### src/rtl/llm_gen_if.sv
// Bundle of light-sample inputs and alarm/status outputs of llm_gen.
// Ports: green/yellow/red samples (master drives); a1..a3, deception_out, invalid,
//        current_state, timer, deception_count (slave drives).
interface llm_gen_if #(
  parameter int TIMER_W = 6,
  parameter int CNT_W   = 4
);
  logic               green;
  logic               yellow;
  logic               red;
  logic               a1;
  logic               a2;
  logic               a3;
  logic               deception_out;
  logic               invalid;
  logic [3:0]         current_state;
  logic [TIMER_W-1:0] timer;
  logic [CNT_W-1:0]   deception_count;

  modport master (
    output green, yellow, red,
    input  a1, a2, a3, deception_out, invalid, current_state, timer, deception_count
  );

  modport slave (
    input  green, yellow, red,
    output a1, a2, a3, deception_out, invalid, current_state, timer, deception_count
  );
endinterface

### src/rtl/llm_gen.sv
// Light-sequence deception detector: escalates alarms while yellow persists or red is held,
// latches DECEIVE, counts DECEIVE entries. Moore outputs, one-cycle state latency, no backpressure.
// Ports: clock, reset (sync active-high), bus (llm_gen_if.slave).
// Optional macro LLM_GEN_STICKY_EN: DECEIVE is left only by reset, timer free-runs to saturation.
module llm_gen #(
  parameter int TIMER_W    = 6,
  parameter int T1         = 10,
  parameter int T2         = 20,
  parameter int T3         = 30,
  parameter int RED_HOLD   = 5,
  parameter int CLEAR_HOLD = 15,
  parameter int CNT_W      = 4
) (
  input logic     clock,
  input logic     reset,
  llm_gen_if.slave bus
);

  localparam int TMAX = (1 << TIMER_W) - 1;

  // Every hold must be reachable by a non-saturated timer.
  if (T1 < 1 || T1 > TMAX || T2 < 1 || T2 > TMAX || T3 < 1 || T3 > TMAX ||
      RED_HOLD < 1 || RED_HOLD > TMAX || CLEAR_HOLD < 1 || CLEAR_HOLD > TMAX) begin : g_bad_hold
    $error("llm_gen: hold parameter outside 1..2^TIMER_W-1");
  end

  typedef enum logic [3:0] {
    S_IDLE    = 4'd0,
    S_GREEN   = 4'd1,
    S_YEL1    = 4'd2,
    S_YEL2    = 4'd3,
    S_YEL3    = 4'd4,
    S_RED     = 4'd5,
    S_DECEIVE = 4'd6
  } state_t;

  state_t             state_q, state_d;
  logic [TIMER_W-1:0] timer_q, timer_d;
  logic [CNT_W-1:0]   cnt_q;
  logic               invalid_q;
  logic               sample_ok;
  logic               timer_clr;   // stay in state but restart the timer
  logic               timer_hold;  // freeze the timer (invalid sample)

  assign sample_ok = (bus.green ^ bus.yellow ^ bus.red) & ~(bus.green & bus.yellow & bus.red);

  always_comb begin
    state_d    = state_q;
    timer_clr  = 1'b0;
    timer_hold = ~sample_ok;
    case (state_q)
      S_IDLE, S_GREEN: begin
        if (sample_ok) begin
          if (bus.green)       state_d = S_GREEN;
          else if (bus.red)    state_d = S_RED;
          else                 state_d = S_YEL1;
        end
      end
      S_YEL1, S_YEL2, S_YEL3: begin
        if (sample_ok) begin
          if (bus.green)       state_d = S_GREEN;
          else if (bus.red)    state_d = S_RED;
          else if (state_q == S_YEL1 && timer_q == TIMER_W'(T1 - 1)) state_d = S_YEL2;
          else if (state_q == S_YEL2 && timer_q == TIMER_W'(T2 - 1)) state_d = S_YEL3;
          else if (state_q == S_YEL3 && timer_q == TIMER_W'(T3 - 1)) state_d = S_DECEIVE;
        end
      end
      S_RED: begin
        if (sample_ok) begin
          if (bus.green)       state_d = S_GREEN;
          else if (bus.yellow) state_d = S_YEL1;
          else if (timer_q == TIMER_W'(RED_HOLD - 1)) state_d = S_DECEIVE;
        end
      end
      S_DECEIVE: begin
`ifdef LLM_GEN_STICKY_EN
        timer_hold = 1'b0;
`else
        if (sample_ok) begin
          if (bus.green) begin
            if (timer_q == TIMER_W'(CLEAR_HOLD - 1)) state_d = S_GREEN;
          end else begin
            timer_clr = 1'b1;
          end
        end
`endif
      end
      default: begin
        // Unused codes recover unconditionally.
        state_d    = S_IDLE;
        timer_hold = 1'b0;
      end
    endcase

    if (state_d != state_q || timer_clr) timer_d = '0;
    else if (timer_hold)                 timer_d = timer_q;
    else if (timer_q == TIMER_W'(TMAX))  timer_d = timer_q;
    else                                 timer_d = timer_q + 1'b1;
  end

  always_ff @(posedge clock) begin
    if (reset) begin
      state_q   <= S_IDLE;
      timer_q   <= '0;
      cnt_q     <= '0;
      invalid_q <= 1'b0;
    end else begin
      state_q   <= state_d;
      timer_q   <= timer_d;
      invalid_q <= ~sample_ok;
      if (state_d == S_DECEIVE && state_q != S_DECEIVE && cnt_q != '1)
        cnt_q <= cnt_q + 1'b1;
    end
  end

  assign bus.a1              = (state_q == S_YEL1) || (state_q == S_YEL2) ||
                               (state_q == S_YEL3) || (state_q == S_DECEIVE);
  assign bus.a2              = (state_q == S_YEL2) || (state_q == S_YEL3) || (state_q == S_DECEIVE);
  assign bus.a3              = (state_q == S_YEL3) || (state_q == S_DECEIVE);
  assign bus.deception_out   = (state_q == S_DECEIVE);
  assign bus.invalid         = invalid_q;
  assign bus.current_state   = state_q;
  assign bus.timer           = timer_q;
  assign bus.deception_count = cnt_q;

endmodule

### src/flat_wrapper.sv
// flat-port wrapper written by rule: the top's interface ports become plain ports
module llm_gen_flat 
#(
  parameter int TIMER_W    = 6,
  parameter int T1         = 10,
  parameter int T2         = 20,
  parameter int T3         = 30,
  parameter int RED_HOLD   = 5,
  parameter int CLEAR_HOLD = 15,
  parameter int CNT_W      = 4
)
  (clock, reset, bus_green, bus_yellow, bus_red, bus_a1, bus_a2, bus_a3, bus_deception_out, bus_invalid, bus_current_state, bus_timer, bus_deception_count);
  llm_gen_if #(.TIMER_W(TIMER_W), .CNT_W(CNT_W)) bus_i ();
  input logic clock;
  input logic reset;
  input wire logic [$bits(bus_i.green)-1:0] bus_green;
  input wire logic [$bits(bus_i.yellow)-1:0] bus_yellow;
  input wire logic [$bits(bus_i.red)-1:0] bus_red;
  output wire logic [$bits(bus_i.a1)-1:0] bus_a1;
  output wire logic [$bits(bus_i.a2)-1:0] bus_a2;
  output wire logic [$bits(bus_i.a3)-1:0] bus_a3;
  output wire logic [$bits(bus_i.deception_out)-1:0] bus_deception_out;
  output wire logic [$bits(bus_i.invalid)-1:0] bus_invalid;
  output wire logic [$bits(bus_i.current_state)-1:0] bus_current_state;
  output wire logic [$bits(bus_i.timer)-1:0] bus_timer;
  output wire logic [$bits(bus_i.deception_count)-1:0] bus_deception_count;
  assign bus_i.green = bus_green;
  assign bus_i.yellow = bus_yellow;
  assign bus_i.red = bus_red;
  assign bus_a1 = bus_i.a1;
  assign bus_a2 = bus_i.a2;
  assign bus_a3 = bus_i.a3;
  assign bus_deception_out = bus_i.deception_out;
  assign bus_invalid = bus_i.invalid;
  assign bus_current_state = bus_i.current_state;
  assign bus_timer = bus_i.timer;
  assign bus_deception_count = bus_i.deception_count;
  llm_gen #(.TIMER_W(TIMER_W), .T1(T1), .T2(T2), .T3(T3), .RED_HOLD(RED_HOLD), .CLEAR_HOLD(CLEAR_HOLD), .CNT_W(CNT_W)) u_core (.clock(clock), .reset(reset), .bus(bus_i));
endmodule
### config.mk
export PLATFORM = sky130hd
export DESIGN_NAME = llm_gen_flat
export DESIGN_NICKNAME = d
export VERILOG_FILES = /design/src/rtl/llm_gen_if.sv /design/src/rtl/llm_gen.sv /design/src/flat_wrapper.sv
export SDC_FILE = /design/constraint.sdc
export NUM_CORES = 1
export LEC_CHECK = 0
export BUFFER_PORTS_ARGS = -buffer_cell sky130_fd_sc_hd__buf_2
export CAP_MARGIN = 20
export CORE_MARGIN = 8
export CORE_UTILIZATION = 56
export CTS_BUF_LIST = sky130_fd_sc_hd__clkbuf_8
export CTS_CLUSTER_DIAMETER = 150
export CTS_CLUSTER_SIZE = 25
export DETAILED_ROUTE_END_ITERATION = 12
export PLACE_DENSITY = 0.8
export SETUP_SLACK_MARGIN = 0.02
export SYNTH_ARGS = -nofsm -noshare
export SYNTH_HDL_FRONTEND = slang
export SYNTH_SLANG_ARGS = --single-unit
### constraint.sdc
create_clock -name clock -period 2.9 [get_ports clock]
set_clock_uncertainty 0.1 [all_clocks]
set_input_delay 0.58 -clock clock [delete_from_list [all_inputs] [get_ports clock]]
set_output_delay 0.58 -clock clock [all_outputs]
set_load 0.01 [all_outputs]
# Word-level counts from Yosys, hierarchy flattened
# Cells that the tools add are included.
[op_classes] addsub=2 eq_ne=16 mux=21 n_bitwise=9 n_reduce_logical=18
[op_table] op="$mux 4" n=15
[op_table] op="$eq 4x3->1 const B" n=4
[op_table] op="$pmux 4 s4" n=1
[op_table] op="$eq 6x4->1 const B" n=2
[op_table] op="$eq 6x5->1 const B" n=2
[op_table] op="$eq 4x2->1 const B" n=2
[op_table] op="$logic_or 1x1->1" n=7
[op_table] op="$reduce_or 7->1" n=1
[op_table] op="$add 6x1->6 const B" n=1
[op_table] op="$eq 6x3->1 const B" n=1
[op_table] op="$eq 6x6->1 const B" n=1
[op_table] op="$logic_and 1x1->1" n=5
[op_table] op="$add 4x1->4 const B" n=1
[op_table] op="$eq 4x1->1 const B" n=1
[op_table] op="$logic_not 4->1" n=1
[op_table] op="$mux 1" n=4
[op_table] op="$ne 4x3->1 const B" n=1
[op_table] op="$ne 4x4->1" n=1
[op_table] op="$ne 4x4->1 const B" n=1
[op_table] op="$not 1->1" n=4
[op_table] op="$reduce_or 2->1" n=2
[op_table] op="$and 1x1->1" n=3
[op_table] op="$mux 3" n=1
[op_table] op="$reduce_or 3->1" n=1
[op_table] op="other kinds (2)" n=3
[totals] register_bits=15 output_inout_bits=19 word_cells=70

# Logic depth before layout (Yosys ltp)
# Gate-level depths: netlist of the first run.
[logic_depth] ltp_word=12 ltp_mapped=9

# Worst setup path before layout of the first run
# Ideal clock, no wire load.
[synth_timing] path_kind="input-to-reg" start="in bus_yellow" end="reg u_core.cnt_q[3] (netlist: u_core.bus.deception_count[3])" arrival_time_ns=2.498 setup_slack_ns=0.176 cell_stages=8 path_cell_list="ha_1 > or2b_4 > nor2_2 > or3_1 > or4b_4 > a211oi_1 > xnor2_1 > nor2_1"
[synth_via] elab_chain_cells=9 elab_cells_between_ends=16 classes_between="eq/ne (1); mux (7); bitwise (6); reduce/logical (2)"
[synth_lines] element="from (decl)" line_no="flat_wrapper.sv:17" source="input wire logic [$bits(bus_i.yellow)-1:0] bus_yellow;"
[synth_lines] element="$and 1x1->1 (2 in series)" line_no="llm_gen.sv:45" source="assign sample_ok = (bus.green ^ bus.yellow ^ bus.red) & ~(bus.green & bus.yellow & bus.red);"
[synth_lines] element="$not 1->1" line_no="llm_gen.sv:45"
[synth_lines] element="$and 1x1->1" line_no="llm_gen.sv:45"
[synth_lines] element="$mux 4 (on tied branches)"
[synth_lines] element="$pmux 4 s4 *" line_no="llm_gen.sv:51" source="case (state_q)"
[synth_lines] element="$eq 4x3->1 *" line_no="llm_gen.sv:111" source="if (state_d == S_DECEIVE && state_q != S_DECEIVE && cnt_q != '1)"
[synth_lines] element="$logic_and 1x1->1 * (2 in series)" line_no="llm_gen.sv:111"
[synth_lines] element="to (signal assigned)" line_no="llm_gen.sv:112" source="cnt_q <= cnt_q + 1'b1;"
[synth_lines] element="to (decl)" line_no="llm_gen.sv:39" source="logic [CNT_W-1:0] cnt_q;"
# Mark *: on every way between the ends. The rest lies on a longest branch, timed or not.
# A chain may end at the register's enable or synchronous reset.

# Final worst setup path of the first run
[layout_timing] start="in bus_yellow" end="reg u_core.cnt_q[2] (netlist: u_core.bus.deception_count[2])"
# Same word-level chain as after synthesis.

==> impl_metrics.yaml, run 1 <==
timing:
  rsz0062_at_grt: "no"
  fin_tns_setup_ns: 0
  relSlewSlack_pct: 48.7
  timing.final.crit_share_pct: 93.2
  slew_violations: 0
  hold_violations: 0
  worstMarginPinSlew_ns: 0.767
  setup_viol: 0
  fmax_ghz: 0.370
  fin_crit_ns: 2.70
  whs_ns: 0.459
worst_hold_path:
  whs_path_depth: 2
  min_path_type: "flop to flop"
  hp-start: "u_core.bus.deception_count[1]$_SDFFE_PP0P_"
pwr:
  p_leak_nw: 0.586
  max-vdd-ir-drop_mv: 0.347
  p_per_area_nw_per_um2: 358
  finalPower_mw: 0.496
layout:
  final_net_count: 186
  multi_input_area_um2: 790
  final_area_um2: 1390
  areaGrowthSynthToFinish_pct: 20.7
  drive_gt1_share_pct: 25.9
  nFillCells: 162
  num_antenna_cells: 0
  regArea_um2: 300
synthesis:
  yosys.area.top_type_share_pct: 26.1
  syn_area_um2: 1150
  yosysSeqAreaShare_pct: 26.1
  synth.distinct_cells: 50
  synth_common_cells: "dfxtp_1 (15), nor2_1 (15), nor3_1 (10)"
  synth_seq_cells: 15
  synth_top_flop_cell: "dfxtp_1"
  yosysWarnings: 0
  synth_area_leaders: "dfxtp_1 (26%), ha_1 (6.5%), xnor2_1 (5.3%)"
  avgSynthCellArea_um2: 8.03
  synth_nets: 154
  synth_top_area_cell: "dfxtp_1"
  synthCells: 143
  async_reset_ff_share_pct: 0
  synth_edf_count: 0
placed_design:
  port_buffers: 23
  globalplace.congestion: 0.956
  place_area_um2: 1340
  dp_hpwl_um: 2410
setup_path:
  path_class: "input pin to flop"
  endpoint_kind: "flop"
  critPathSlowestCell: "or4b_4"
  rr_startpoint: "u_core.bus.current_state[2]$_SDFF_PP0_"
  crit_family: "simple AND/OR/NAND/NOR gates"
  cp-startpoint: "bus_yellow"
  crit_cells: 9
  reg2reg_slack_ns: 0.24
  worst_ep_arrival_time_ns: 2.75
  worst-endpoint-required_ns: 2.94
  r2r_cells: 7
  cp_cell_sequence: "buf_2 > ha_1 > or2b_4 > nor2_2 > or3_1 > or4b_4 > a211oi_1 > xnor2_1 > nor2_1"
  cp_slowest_stage_delay_ns: 0.53
  worstPathMaxFanout: 6
  cp.buffers_inverters: 1
  critPathLaunchType: "input pin"
die:
  initial_core_util_pct: 59.1
  dieArea_um2: 3760
  io_pins: 24
  core_area_um2: 1940
  rows: 16
  die_h_um: 61.3
  die_w_um: 61.3
global_route:
  globalRouteOverflowTotal: 0
  grt_pass1_vias: 1171
  grt_max_degree: 18
  grt.total_usage_pct: 19.4
  grt_pass1_wl_um: 5510
  antenna_found_initial: 0
cts:
  tritoncts: "built"
  cts_buffers: 3
  clk_path_buf_depth: 2
  hold_buffers: 0
  path_clk_slew_ns: 0.07
  htree_levels: 1
  cts_resized: 0
  cts_setup_buffers: 0
  cts.sinks: 15
  worstSkewPairLatency_ns: 0.25
  clock-root-buffer: "clkbuf_8"
route:
  dr.pass1.iters: 4
  antenna_left: 0
  drt-total-wl_um: 3270
  vias_per_cell: 6.14
  wl_per_cell_um: 16.2
  vias: 1235
  drc: 0
  drt_iter0_drc: 87
job:
  maxCapViolations: 0
status:
  status: "completed"
[cell usage in the layout, fill, tap and decap left out, types with 6 or more instances in the layout]
master	netlist	layout
ha_1	6	6
nor3_1	10	10
nand3_1	7	7
xnor2_1	7	7
a21oi_1	6	6
dfxtp_1	15	15
nor2_1	15	15
buf_4	1	9
inv_1	9	9
nand2_1	6	6
buf_2	2	23
[per-layer routing]
layer  track usage [%]  up-vias  part of all wire, %
met4              8.97        0                  3.5
li1                  -      584                    -
met5                 0        -                    0
met2              30.7       72                   45
met1              24.2      563                   42
met3              4.38       16                  9.8
[final cells by class]
class                      instances  share of cell area, %
clock buffer                       3                   2.98
tap                               27                   2.44
timing repair buffer              32                   13.2
inverter                           9                   2.44
clock inverter                     1                  0.361
multi-input combinational        114                   56.9
sequential                        15                   21.7
[through the flow]
| stage | util [%] | worst slack, ns | std cells |
|---|---|---|---|
| CTS | 71.4 | 0.212 | 201 |
| global placement | 69.0 | 0.0269 | 197 |
| floorplan | - | 0.176 | 143 |
| global route | 71.4 | 0.0424 | 201 |
| detailed placement | 69.0 | -0.100 | 197 |
| finish | 71.4 | 0.197 | 201 |
[flip-flops by register name (all words and copies together) (netlist names)]
signal                      count
u_core.bus.timer                6
u_core.bus.current_state        4
u_core.bus.deception_count      4
u_core.bus.invalid              1
[final timing paths]
| path | endpoint |
|---|---|
| worst max-delay path | u_core.bus.deception_count[2]$_SDFFE_PP0P_ |
| worst min-delay path | u_core.bus.deception_count[1]$_SDFFE_PP0P_ |
| worst max register to register | u_core.bus.timer[1]$_SDFFE_PP0P_ |
| worst min register to register | u_core.bus.deception_count[1]$_SDFFE_PP0P_ |
[worst register-to-register path, delay by kind of cell, from the launching register on]
kind / cells / cell delay, ns
flip-flops: 1 / 0.68
AND/OR/NAND/NOR: 3 / 0.56
AO/OA/AOI/OAI: 4 / 1.18
[power by group]
group	internal (mW)	switching, mW
registers	0.212	0.00859
logic	0.0440	0.0562
clock network	0.0954	0.0804
total	0.351	0.145
[cell families after synthesis]
family | Yosys count | share of synthesized area (%)
multiplexers | 2 | 1.74
XOR/XNOR | 10 | 8.28
AND/OR/NAND/NOR | 68 | 35.2
other | 1 | 0.326
AO/OA/AOI/OAI | 27 | 16.7
flip-flops | 15 | 26.1
buffers and inverters | 14 | 5.12
adder cells (fa/ha/maj) | 6 | 6.54
No activity file was read; power rests on OpenSTA's default activity.
==> run 2, diff against run 1 <==
Clock period 2.9 ns to 2.65 ns, I/O delays scaled along.
==> impl_metrics.yaml, run 2 (synthesis gave the netlist of run 1 again) <==
status:
  status: "completed"
cts:
  htree_levels: 1
  cts.sinks: 15
  tritoncts: "built"
  clk_path_buf_depth: 2
  path_clk_slew_ns: 0.06
  clock-root-buffer: "clkbuf_8"
  worstSkewPairLatency_ns: 0.25
  cts_buffers: 3
  hold_buffers: 0
layout:
  final_common_cell: "buf_2"
  drive_gt1_share_pct: 31.5
  final_cell_mix: "buf_2 (23), buf_4 (19), nor2_1 (15), dfxtp_1 (15), inv_1 (10)"
  final_net_count: 196
  num_antenna_cells: 0
  fin_cells: 211
  final_area_um2: 1500
  largest_register_ffs: 6
  areaGrowthSynthToFinish_pct: 30.2
timing:
  fmax_ghz: 0.393
  rsz0062_at_grt: "no"
  timing.final.crit_share_pct: 96.1
  setup_viol: 0
  fin_tns_setup_ns: 0
  slew_violations: 0
  whs_ns: 0.460
  hold_violations: 0
  fin_crit_ns: 2.55
setup_path:
  cp_slowest_stage_delay_ns: 0.59
  reg2reg_slack_ns: 0.23
  worst-endpoint-required_ns: 2.69
  worst_ep_arrival_time_ns: 2.59
  critPathLaunchType: "input pin"
  worstPathMaxFanout: 5
  endpoint_kind: "flop"
  cp.buffers_inverters: 1
  critPathSlowestCell: "or4b_4"
  path_class: "input pin to flop"
  cp_cell_sequence: "buf_2 > ha_4 > or2b_4 > nor2_2 > or3_1 > or4b_4 > a211oi_2 > xnor2_1 > nor2_1"
  crit_family: "simple AND/OR/NAND/NOR gates"
global_route:
  grt_max_degree: 14
  grt.total_usage_pct: 18.4
  grt_pass1_wl_um: 5320
  antenna_found_initial: 0
  grt_pass1_vias: 1197
  globalRouteOverflowTotal: 0
pwr:
  max-vdd-ir-drop_mv: 0.335
  p_per_area_nw_per_um2: 366
  p_leak_nw: 0.636
placed_design:
  place_area_um2: 1440
  placed_cells: 206
  port_buffers: 23
  globalplace.congestion: 1.02
  dp_hpwl_um: 2510
job:
  maxCapViolations: 0
die:
  core_area_um2: 1940
  initial_core_util_pct: 59.1
  die_w_um: 61.3
  dieArea_um2: 3760
  die_h_um: 61.3
  rows: 16
  io_pins: 24
route:
  vias: 1255
  drt_iter0_drc: 44
  wl_per_cell_um: 15.5
  vias_per_cell: 5.95
  drc: 0
  antenna_left: 0
  dr.pass1.iters: 4
  drt-total-wl_um: 3280
worst_hold_path:
  min_path_type: "input pin to flop"
run 2: final timing paths:
check / startpoint / endpoint / cells after the start
worst max-delay path: bus_yellow / u_core.bus.deception_count[3]$_SDFFE_PP0P_ / 9
worst max register to register: u_core.bus.current_state[1]$_SDFF_PP0_ / u_core.bus.deception_count[3]$_SDFFE_PP0P_ / 8
worst min-delay path: reset / u_core.bus.current_state[0]$_SDFF_PP0_ / 2
worst min register to register: u_core.bus.deception_count[1]$_SDFFE_PP0P_ / u_core.bus.deception_count[1]$_SDFFE_PP0P_ / 2
run 2: cell type report:
type / count / area [um^2]
Fill cell: 134 / 447
Tap cell: 27 / 33.8
Clock inverter: 1 / 3.75
Multi-Input combinational cell: 114 / 825
Clock buffer: 3 / 41.3
Timing Repair Buffer: 42 / 258
Sequential cell: 15 / 300
Inverter: 9 / 33.8
run 2: timing repair:
item | CTS | global route
endpoints found under the setup margin | 0 | 3
gates resized for setup | 0 | 1
setup buffers | 0 | 1
run 2: stage by stage:
step | power [mW] | utilization, % | setup slack, ns
after floorplan | 0.317 | - | 0.0526
after global placement | 0.361 | 74.0 | -0.156
after detailed placement | 0.366 | 74.0 | -0.186
after CTS | 0.545 | 76.4 | 0.0580
after global routing | 0.571 | 77.0 | 0.0434
final | 0.547 | 77.0 | 0.103
run 2: layer usage:
layer / wire, um / vias up / track usage (%)
li1: - / 600 / -
met1: 1320 / 581 / 21.9
met2: 1610 / 62 / 31.9
met3: 296 / 12 / 3.97
met4: 52 / 0 / 5.65
met5: 0 / - / 0
run 2: power by group:
part | switching, mW | internal (mW)
Sequential | 0.0101 | 0.232
Combinational | 0.0668 | 0.0581
Clock | 0.0781 | 0.103
==> run 3, diff against run 2 <==
Settings changed: CORE_ASPECT_RATIO from default to 1.5, MAX_ROUTING_LAYER from default to met4.
==> impl_metrics.yaml, run 3 (synthesis gave the netlist of run 1 again) <==
job:
  maxCapViolations: 0
global_route:
  globalRouteOverflowTotal: 0
  grt_pass1_vias: 1303
  grt.total_usage_pct: 18.7
  grt_max_degree: 18
  antenna_found_initial: 0
  grt_pass1_wl_um: 5550
setup_path:
  reg2reg_to: "u_core.bus.timer[4]$_SDFFE_PP0P_"
  path_class: "input pin to flop"
  critPathLaunchType: "input pin"
  cp_cell_sequence: "buf_2 > ha_4 > or3b_1 > buf_4 > nand2_1 > buf_4 > nor2_1 > a211o_1 > nor2b_1 > o211ai_1 > buf_4 > nor3_1"
  worstPathMaxFanout: 6
  cp.buffers_inverters: 4
  worst-endpoint-required_ns: 2.67
  rr_startpoint: "u_core.bus.current_state[2]$_SDFF_PP0_"
  cp_slowest_stage_delay_ns: 0.36
  crit_family: "simple AND/OR/NAND/NOR gates"
  r2r_cells: 8
  reg2reg_slack_ns: 0.16
  worst_ep_arrival_time_ns: 2.56
  cp_common_cell: "buf_4"
  endpoint_kind: "flop"
  critPathSlowestCell: "or3b_1"
die:
  dieArea_um2: 3790
  core_area_um2: 1980
  die_w_um: 53.0
  die_h_um: 71.5
  initial_core_util_pct: 58.1
  rows: 20
  io_pins: 24
timing:
  timing.final.crit_share_pct: 95.7
  fmax_ghz: 0.394
  relSlewSlack_pct: 63.3
  slew_violations: 0
  setup_viol: 0
  worstMarginPinSlew_ns: 0.550
  hold_violations: 0
  fin_ws_ns: 0.114
  fin_crit_ns: 2.54
  rsz0062_at_grt: "no"
worst_hold_path:
  whs_path_depth: 2
  min_path_type: "flop to flop"
  hp-start: "u_core.bus.deception_count[3]$_SDFFE_PP0P_"
  min_to: "u_core.bus.deception_count[3]$_SDFFE_PP0P_"
route:
  wl_per_cell_um: 15.9
  drt_iter0_drc: 86
  dr.pass1.iters: 4
  drt-total-wl_um: 3380
  vias: 1297
  drc: 0
  vias_per_cell: 6.09
  antenna_left: 0
placed_design:
  pre_cts_slack_ns: -0.154
  globalplace.congestion: 0.946
  place_area_um2: 1490
  dp_hpwl_um: 2610
  port_buffers: 23
cts:
  clock-root-buffer: "clkbuf_8"
  cts.sinks: 15
  worstSkewPairLatency_ns: 0.25
  clk_path_buf_depth: 2
  tritoncts: "built"
  cts_buffers: 3
  htree_levels: 1
  path_clk_slew_ns: 0.06
  hold_buffers: 0
layout:
  num_antenna_cells: 0
  areaGrowthSynthToFinish_pct: 34.9
  multi_input_area_um2: 831
  final_common_cell: "buf_4"
  nFillCells: 150
  final_area_um2: 1550
  final_util_pct: 78.4
  regArea_um2: 300
  final_net_count: 203
  drive_gt1_share_pct: 35.1
  largest_register_ffs: 6
  final_cell_mix: "buf_4 (26), buf_2 (23), nor2_1 (15), dfxtp_1 (15), nor3_1 (10)"
pwr:
  max-vdd-ir-drop_mv: 0.322
  p_leak_nw: 0.670
  p_per_area_nw_per_um2: 362
  finalPower_mw: 0.561
status:
  status: "completed"
## run 3: cell type report
cell class | instances | area share, %
inverters | 9 | 2.18
clock buffers | 3 | 2.67
multi-input cells | 114 | 53.6
clock inverters | 1 | 0.323
repair buffers | 49 | 20.0
flip-flops and latches | 15 | 19.4
well taps | 22 | 1.78
## run 3: metal layers
layer / GRT usage, % / up-vias / part of all wire (%)
li1: - / 614 / -
met1: 20.0 / 615 / 40
met2: 30.2 / 51 / 50
met3: 3.11 / 17 / 6.0
met4: 11.8 / 0 / 4.1
met5: - / - / 0
## run 3: stage by stage
stage	TNS (ns)	hold WS (ns)	cells
6_report	0	0.455	213
5_1_grt	0	0.469	213
4_1_cts	0	0.457	213
3_5_place_dp	-1.19	0.445	209
3_3_place_gp	-1.14	0.432	209
2_1_floorplan	0	0.459	143
## run 3: worst max path at each step
stage	start	to	slack [ns]	cells past startpoint
after global routing	bus_yellow	u_core.bus.timer[2]$_SDFFE_PP0P_	0.02	12
after detailed placement	bus_yellow	u_core.bus.deception_count[2]$_SDFFE_PP0P_	-0.15	10
final	bus_yellow	u_core.bus.timer[4]$_SDFFE_PP0P_	0.11	12
after global placement	bus_yellow	u_core.bus.timer[2]$_SDFFE_PP0P_	-0.14	12
after floorplan	bus_yellow	u_core.bus.timer[1]$_SDFFE_PP0P_	0.05	8
after CTS	bus_yellow	u_core.bus.deception_count[2]$_SDFFE_PP0P_	0.1	10
## run 3: tightest hold or removal path, stage by stage, from the launching register on
cell	delay, ns
dfxtp_1	0.33
xnor2_1	0.15
nor2_1	0.04
## run 3: report_power, final
group          internal [mW]  switching (mW)  total (mW)
combinational         0.0659          0.0694       0.135
clock                  0.104          0.0815       0.186
sequential             0.232         0.00851       0.240
## run 3: repair_timing
item                                    CTS  global route
setup buffers                             0             0
endpoints found under the setup margin    0             2
resized for setup                         0             2
endpoints found under the hold margin     0             0
